### config.mk
export PLATFORM = sky130hd
export DESIGN_NAME = univ_shift_reg
export DESIGN_NICKNAME = d
export VERILOG_FILES = /design/src/rtl/usr_pkg.sv /design/src/rtl/usr_shift_core.sv /design/src/rtl/univ_shift_reg.sv
export SDC_FILE = /design/constraint.sdc
export NUM_CORES = 1
export LEC_CHECK = 0
export BUFFER_PORTS_ARGS = -buffer_cell sky130_fd_sc_hd__clkbuf_2
export CAP_MARGIN = 20
export CORE_MARGIN = 10
export CORE_UTILIZATION = 37
export CTS_CLUSTER_DIAMETER = 100
export DETAILED_ROUTE_END_ITERATION = 10
export GPL_TIMING_DRIVEN = 0
export MAX_ROUTING_LAYER = met4
export PLACE_DENSITY = 0.58
export SLEW_MARGIN = 40
export SYNTH_ARGS = -nofsm -noshare
export SYNTH_HDL_FRONTEND = slang
export SYNTH_SLANG_ARGS = --single-unit
### constraint.sdc
create_clock -name clk -period 2.2 [get_ports clk]
set_input_delay 0.11 -clock clk [delete_from_list [all_inputs] [get_ports clk]]
set_output_delay 0.11 -clock clk [all_outputs]
set_load 0.03 [all_outputs]
### src/rtl/usr_pkg.sv
// Shared definitions for the universal shift register: mode codes, FSM states,
// and a helper that tells which modes can be repeated as a burst.
// Imported by usr_shift_core and univ_shift_reg.
package usr_pkg;

  localparam logic [2:0] MODE_HOLD  = 3'b000;
  localparam logic [2:0] MODE_LOAD  = 3'b001;
  localparam logic [2:0] MODE_SHL   = 3'b010;
  localparam logic [2:0] MODE_SHR   = 3'b011;
  localparam logic [2:0] MODE_ROL   = 3'b100;
  localparam logic [2:0] MODE_ROR   = 3'b101;
  localparam logic [2:0] MODE_ASR   = 3'b110;
  localparam logic [2:0] MODE_CLEAR = 3'b111;

  // The encoding makes busy and done each equal to a single state flop bit.
  typedef enum logic [1:0] {
    IDLE = 2'b00,
    BUSY = 2'b01,
    DONE = 2'b10
  } state_t;

  // Only the shift/rotate modes make sense when repeated N times.
  function automatic logic is_burst_mode(input logic [2:0] m);
    return (m >= MODE_SHL) && (m <= MODE_ASR);
  endfunction

endpackage

### src/rtl/usr_shift_core.sv
// Next-value logic for the shift register: one application of a mode to q.
// Latency: purely combinational, zero cycles.
// Backpressure: none; the caller decides whether the result is registered.
// Ports: q (current value), mode, d (load data), sin_l/sin_r (serial inputs)
//        -> q_next (value after one operation).
module usr_shift_core
  import usr_pkg::*;
#(
  parameter int               WIDTH     = 8,
  parameter logic [WIDTH-1:0] RESET_VAL = '0
) (
  input  logic [WIDTH-1:0] q,
  input  logic [2:0]       mode,
  input  logic [WIDTH-1:0] d,
  input  logic             sin_l,
  input  logic             sin_r,
  output logic [WIDTH-1:0] q_next
);

  always_comb begin
    q_next = q;
    case (mode)
      MODE_HOLD:  q_next = q;
      MODE_LOAD:  q_next = d;
      MODE_SHL:   q_next = {q[WIDTH-2:0], sin_r};
      MODE_SHR:   q_next = {sin_l, q[WIDTH-1:1]};
      MODE_ROL:   q_next = {q[WIDTH-2:0], q[WIDTH-1]};
      MODE_ROR:   q_next = {q[0], q[WIDTH-1:1]};
      MODE_ASR:   q_next = {q[WIDTH-1], q[WIDTH-1:1]};
      MODE_CLEAR: q_next = RESET_VAL;
      default:    q_next = q;
    endcase
  end

endmodule

### src/rtl/univ_shift_reg.sv
// Universal WIDTH-bit shift register with single ops and a repeated-shift burst engine.
// Latency: single ops take effect at the next enabled edge; a burst of N ends with done N+1 edges after acceptance.
// Backpressure: en=0 holds q in idle and stalls a burst (q and count frozen, busy stays high).
// Ports: clk, rst (async high), en, mode, d, sin_l, sin_r, start, nbits
//        -> q, sout_l/sout_r (q MSB/LSB), busy, done (one-cycle pulse).
module univ_shift_reg
  import usr_pkg::*;
#(
  parameter int               WIDTH     = 8,
  parameter logic [WIDTH-1:0] RESET_VAL = '0,
  localparam int              CW        = $clog2(WIDTH + 1)
) (
  input  logic             clk,
  input  logic             rst,
  input  logic             en,
  input  logic [2:0]       mode,
  input  logic [WIDTH-1:0] d,
  input  logic             sin_l,
  input  logic             sin_r,
  input  logic             start,
  input  logic [CW-1:0]    nbits,
  output logic [WIDTH-1:0] q,
  output logic             sout_l,
  output logic             sout_r,
  output logic             busy,
  output logic             done
);

  localparam logic [CW-1:0] WIDTH_C = CW'(WIDTH);

  state_t         state, state_nxt;
  logic [CW-1:0]  cnt, cnt_nxt;
  logic [2:0]     mode_lat, mode_lat_nxt;
  logic [WIDTH-1:0] q_nxt, shift_q;
  logic [2:0]     core_mode;
  logic [CW-1:0]  burst_len;

  // During a burst the latched mode drives the core; live mode is ignored.
  assign core_mode = (state == BUSY) ? mode_lat : mode;

  // More shifts than bits would only repeat work, so the length saturates.
  assign burst_len = (nbits > WIDTH_C) ? WIDTH_C : nbits;

  usr_shift_core #(
    .WIDTH     (WIDTH),
    .RESET_VAL (RESET_VAL)
  ) u_core (
    .q      (q),
    .mode   (core_mode),
    .d      (d),
    .sin_l  (sin_l),
    .sin_r  (sin_r),
    .q_next (shift_q)
  );

  always_comb begin
    state_nxt    = state;
    cnt_nxt      = cnt;
    mode_lat_nxt = mode_lat;
    q_nxt        = q;
    case (state)
      IDLE: begin
        if (en) begin
          if (start && is_burst_mode(mode)) begin
            // Accepting edge only arms the burst; q is untouched here.
            mode_lat_nxt = mode;
            cnt_nxt      = burst_len;
            state_nxt    = (burst_len == '0) ? DONE : BUSY;
          end else begin
            q_nxt = shift_q;
          end
        end
      end
      BUSY: begin
        if (en) begin
          q_nxt   = shift_q;
          cnt_nxt = cnt - CW'(1);
          if (cnt == CW'(1)) begin
            state_nxt = DONE;
          end
        end
      end
      DONE: begin
        state_nxt = IDLE;
      end
      default: begin
        state_nxt = IDLE;
      end
    endcase
  end

  always_ff @(posedge clk or posedge rst) begin
    if (rst) begin
      q        <= RESET_VAL;
      state    <= IDLE;
      cnt      <= '0;
      mode_lat <= MODE_HOLD;
    end else begin
      q        <= q_nxt;
      state    <= state_nxt;
      cnt      <= cnt_nxt;
      mode_lat <= mode_lat_nxt;
    end
  end

  assign busy   = (state == BUSY);
  assign done   = (state == DONE);
  assign sout_l = q[WIDTH-1];
  assign sout_r = q[0];

endmodule

Yosys cells after proc, flatten, opt, wreduce, memory -nomap -nowiden
Index checks and enable logic that the tools add are counted.
{ "totals": {"ram_bits": 0, "latch_bits": 0, "mem_bits_ro": 0, "word_cells": 50, "register_bits": 17, "out_inout_bits": 12, "n_memories": 0, "in_bits": 21} }
{ "op_classes": {"n_lt_le_gt_ge": 3, "add_sub_neg": 1, "div": 0, "n_mul": 0, "shift": 0, "eq_ne": 15, "muxes": 17, "bitwise_logic": 0, "n_reduce_logical": 10} }
{ "op_table": {"columns": ["cell", "n"], "rows": [
  ["8-bit case mux with 8 select lines", 1],
  ["8-bit two-way mux", 3],
  ["4-bit two-way mux", 4],
  ["8-bit case mux with 2 select lines", 1],
  ["3-bit equality test, second input constant", 4],
  ["4-bit AND reduction", 3],
  ["2-bit two-way mux", 5],
  ["2-bit != test, second input constant", 4],
  ["4-bit case mux with 2 select lines", 1],
  ["3-bit by 2-bit equality test with 1-bit output, second input constant", 2],
  ["4-bit by 1-bit equality test with 1-bit output, second input constant", 1],
  ["4-bit > comparator, second input constant", 1],
  ["4-bit logical NOT", 1],
  ["2-bit case mux with 2 select lines", 1],
  ["4-bit by 1-bit subtractor with 4-bit output, second input constant", 1],
  ["3-bit by 1-bit equality test with 1-bit output, second input constant", 1],
  ["3-bit by 2-bit greater-or-equal comparator with 1-bit output, second input constant", 1],
  ["3-bit less-or-equal comparator, second input constant", 1],
  ["3-bit logical NOT", 1],
  ["3-bit two-way mux", 1],
  ["3-bit AND reduction", 1],
  ["2-bit by 1-bit equality test with 1-bit output, second input constant", 1],
  ["2-bit equality test, second input constant", 1],
  ["1-bit logical AND", 2],
  ["other kinds (3)", 3]
]} }

Longest topological paths before layout
{ "logic_depth": {"ltp_word": 7, "depth_mapped": 8, "depth_no_buf": 6} }

Hierarchy
A second synthesis with hierarchy kept.
{ "hier_totals": {"cells_unflattened": 142, "area_unflattened_um2": 1321.3} }
{ "by_module_without_submodules": {"columns": ["module", "cells_each", "seq_area_each_um2", "area_per_inst_um2", "instances"], "rows": [
  ["univ_shift_reg", 82, 425.4, 910.9, 1],
  ["usr_shift_core", 60, 0.0, 410.4, 1]
]} }

Worst setup path after synthesis
No wires, ideal clock.
{ "synth_path": {"path_type": "flip-flop to flip-flop", "start": "register state[0]", "end": "register q[6]", "synth_period_minus_slack_ns": 1.852, "required_ns": 2.068, "t_arrival_ns": 1.720, "n_path_buf": 1, "path_slack_ns": 0.348, "setup_ns": 0.132, "path_stages_with_launch": 7, "path_cell_list": "dfrtp_1 buf_4 nand2b_4 mux2i_1 mux2_1 a221oi_1 o31ai_2"} }
{ "synth_between": {"elab_chain_cells": 7, "elab_cells_between_ends": 21, "classes_between": "eq/ne: 11; mux: 6; reduce/logical: 4"} }
{ "synth_rtl": {"columns": ["item", "line", "rtl"], "rows": [
  ["start, declared", "univ_shift_reg.sv:31", "state_t state, state_nxt;"],
  ["start signal, assigned", "univ_shift_reg.sv:100", "state <= state_nxt;"],
  ["2-bit by 1-bit equality test with 1-bit output", "univ_shift_reg.sv:39, univ_shift_reg.sv:61", null],
  ["3-bit two-way mux", "univ_shift_reg.sv:39", "assign core_mode = (state == BUSY) ? mode_lat : mode;"],
  ["3-bit equality test, or another cell as far along", "usr_shift_core.sv:22", "case (mode)"],
  ["8-bit case mux with 8 select lines", "usr_shift_core.sv:22", null],
  ["8-bit two-way mux", "univ_shift_reg.sv:64", "if (start && is_burst_mode(mode)) begin"],
  ["8-bit two-way mux", "univ_shift_reg.sv:63", "if (en) begin"],
  ["8-bit case mux with 2 select lines", "univ_shift_reg.sv:61", "case (state)"],
  ["end signal, assigned", "univ_shift_reg.sv:99", "q <= q_nxt;"],
  ["end, declared", "univ_shift_reg.sv:22", "output logic [WIDTH-1:0] q,"]
]} }
Several ways; a longest one is shown, not always the timed one. The select of a mux whose other input is x is not followed.
A chain may end at the register's enable or synchronous reset.

Worst setup path after layout
Same ends and word-level chain as after synthesis.

==> metrics <==
deepest clock path buffer count=2; Die Ht=about 78 um; total via count after detailed routing=around 1.2k; critical path buffer and inverter count=1; share of total power in combinational logic=between 60 and 70%; async set-or-reset flop fraction in the synthesized netlist=100%; GRT Residual Overflow=0; RSZ-0062 raised after global routing=no; hold buffer count at cts=1; sequential-to-total area share from yosys stat=around a third; global-route wire length before repair=around 5600 um; clock latency on the worst-skew pair=300 ps; routing layer with the top usage in global route=met2; number of enable flip-flop cells after synthesis=0; count of different cell masters after synthesis=43; IO Pins=33; Tcrit/Tclk final=a little over nine tenths; Crit. path cell count=6; RePlAce Congestion=around 0.81; clock sinks=17; top cell type by total area after synthesis=dfrtp_1; number of max-slew violations in the final report=0; class of the worst hold path=input pin to flip-flop; starting density of the core=between 30 and 40%; floorplan die width=between 70 and 80 um; top-area cell type share of the netlist area=roughly 34%; cells along the critical path=buf_4 > nand2b_4 > mux2i_1 > mux2_1 > a221oi_1 > o31ai_2; Max Clk Rate=~490 MHz; relative slew slack=between 50% and 60%; clock network power share=between 7 and 8%; Clk pin slew, worst setup/hold paths=110 ps; antenna violations before repair=0; Post-Syn Area per Cell=about 9 um^2; Final Power=~2400 uW; cell types with the largest area share after synthesis=dfrtp_1, mux2_2, nor2_1, o31ai_1, a221oi_1; ratio of cells with drive above 1 in the final layout=between 30% and 40%; LEAKAGE=between 0.0006 and 0.0007 uW; Max IR drop VDD=between 0.0005 and 0.0006 V; Ys Warns=0; Commonest cells post-synth=nor2_1, dfrtp_1, nand2_1, mux2_2; setup TNS after final layout=0 ps; number of cells on the worst hold path=3; Max Cap Viol=0; met3 capacity usage during global routing=between 3 and 4%; wire length per cell=around 15 um; Setup-failing EPs final=0; 1st-iter DRT viols=86; row count=20; number of instances in the synthesized netlist=134; slew of the pin with the lowest slew margin=about 700 ps; highest cell delay on the worst timing path=around 470 ps; # Post-CTS Setup Buffers=0; antenna diode instance count=0; PnR worst setup slack=around 140 ps; count of final hold-check violations=0; root buffer cell=clkbuf_4; internal power summed over all cells=between 1000 and 1500 uW; total clock buffers created by CTS=3; drt drc=0; critical path's top delay family=multiplexers; Final #Nets=around 190; Crit path arrival time=2250 ps; synth-to-layout area growth=19.8%; final wirelength=around 3200 um; total net switching power=1210 uW; proportion of power drawn by flip-flops and latches=between 20% and 30%; first-pass detailed-route iteration total=4; PostCTS Resize Cnt=0; Post-Place Setup Slack=172 ps; H-Tree Depth=1; die area=around 6100 um^2; synthesized netlist net count=157; launching element type of the critical path=flip-flop; cell depth of the worst flop-to-flop path=6; placed wire-length estimate=2440 um; number of synthesized register bits=17; Pwr Density=~1600 nW/um^2; area of the core=around 3100 um^2; synthesized area=around 1200 um^2; critical-path cell with the highest stage delay=mux2i_1; switching share of power=approximately half; Worst Setup End Kind=flip-flop; Worst Path Required=~2400 ps; Tmin final=roughly 2100 ps; Critical Path Fanout Max=9; total of buffers placed on input and output ports=31; largest net degree at the start of global routing=18; overall routing resource usage=11.0%; mean number of vias per cell=around 5.4; status=complete, no violations; clock skew=roughly 0.63 ps; most common cell in the synthesized netlist=nor2_1; most used flip-flop cell after synthesis=dfrtp_1; met1 demand-to-capacity share in global routing=a little over an eighth; vias in the first global route=1208; WS Path Type=flip-flop to flip-flop; GR Util met2=between 10% and 20%; clock tree from TritonCTS=done; number of routed nets with antenna violations=0
[cell usage in the layout, fill, tap and decap left out, types with 2 or more instances in the layout]
master,synthesis,final
o31ai_1,7,7
mux2i_2,2,2
buf_4,3,3
dfrtp_1,17,17
clkbuf_2,0,31
nor2_1,20,20
a31oi_1,4,4
clkbuf_4,0,3
inv_1,5,5
nand2_1,11,11
buf_2,3,3
ha_1,2,2
o21ai_0,7,7
mux2_2,8,8
a21oi_1,4,4
and4b_1,2,2
a221oi_1,6,6
nor2b_1,2,2
mux2i_1,3,3
o31ai_2,2,2
a211oi_1,2,2
[stage by stage]
| stage | instance area [um^2] | cells | utilization (%) | hold WS [ps] |
|---|---|---|---|---|
| 2_1_floorplan | 1240 | 134 | - | 36.1 |
| 3_3_place_gp | 1450 | 209 | 46.4 | 245 |
| 3_5_place_dp | 1450 | 209 | 46.4 | 246 |
| 4_1_cts | 1490 | 214 | 47.6 | 41.5 |
| 5_1_grt | 1490 | 214 | 47.6 | 80.7 |
| 6_report | 1490 | 214 | 47.6 | 42.8 |
[final timing paths]
path / end / startpoint / slack [ps]
min reg2reg: q[1] / q[1] / 570
max: q[6] / state[0] / 140
min: cnt[0] / nbits[0] / 40
min in group asynchronous: cnt[0] / rst / 430
max in group asynchronous: mode_lat[1] / rst / 1330
max reg2reg: q[6] / state[0] / 140
[layout make-up]
type / instances / area, um^2
clock buffer: 4 / 26.3
inverter: 6 / 27.5
buffer: 7 / 48.8
sequential: 17 / 425
timing repair buffer: 32 / 165
tap: 44 / 55.1
multi-input combinational: 104 / 741
fill: 311 / 1640
[per-layer routing]
| metal | routed length [um] | vias up |
|---|---|---|
| met3 | 169 | 2 |
| met5 | 0 | - |
| met2 | 1530 | 29 |
| met4 | 18 | 0 |
| met1 | 1490 | 548 |
| li1 | - | 575 |
[worst register-to-register path: stages, from the launching register on]
cell	delay, ps
dfrtp_1	370
buf_4	160
nand2b_4	110
mux2i_1	470
mux2_1	370
a221oi_1	340
o31ai_2	120
[registers in the layout, indices dropped and copies added, names as in the netlist]
name      flops
cnt           4
mode_lat      3
q             8
state         2
[power by group through the flow]
stage / clock network, uW / registers [uW] / logic (uW)
after floorplan: 0 / 731 / 1160
after global placement: 0 / 632 / 1620
after detailed placement: 0 / 639 / 1630
after CTS: 187 / 632 / 1640
after global routing: 195 / 661 / 1810
final: 181 / 634 / 1630
[cell families after synthesis]
group           after synthesis  share of synthesized area, %
simple gates                 46                          19.0
buf+inv                      13                          6.14
mux                          15                          14.0
compound gates               41                          24.6
flops                        17                          34.2
fa+ha+maj                     2                          2.01
No activity file was read; power rests on OpenSTA's default activity.
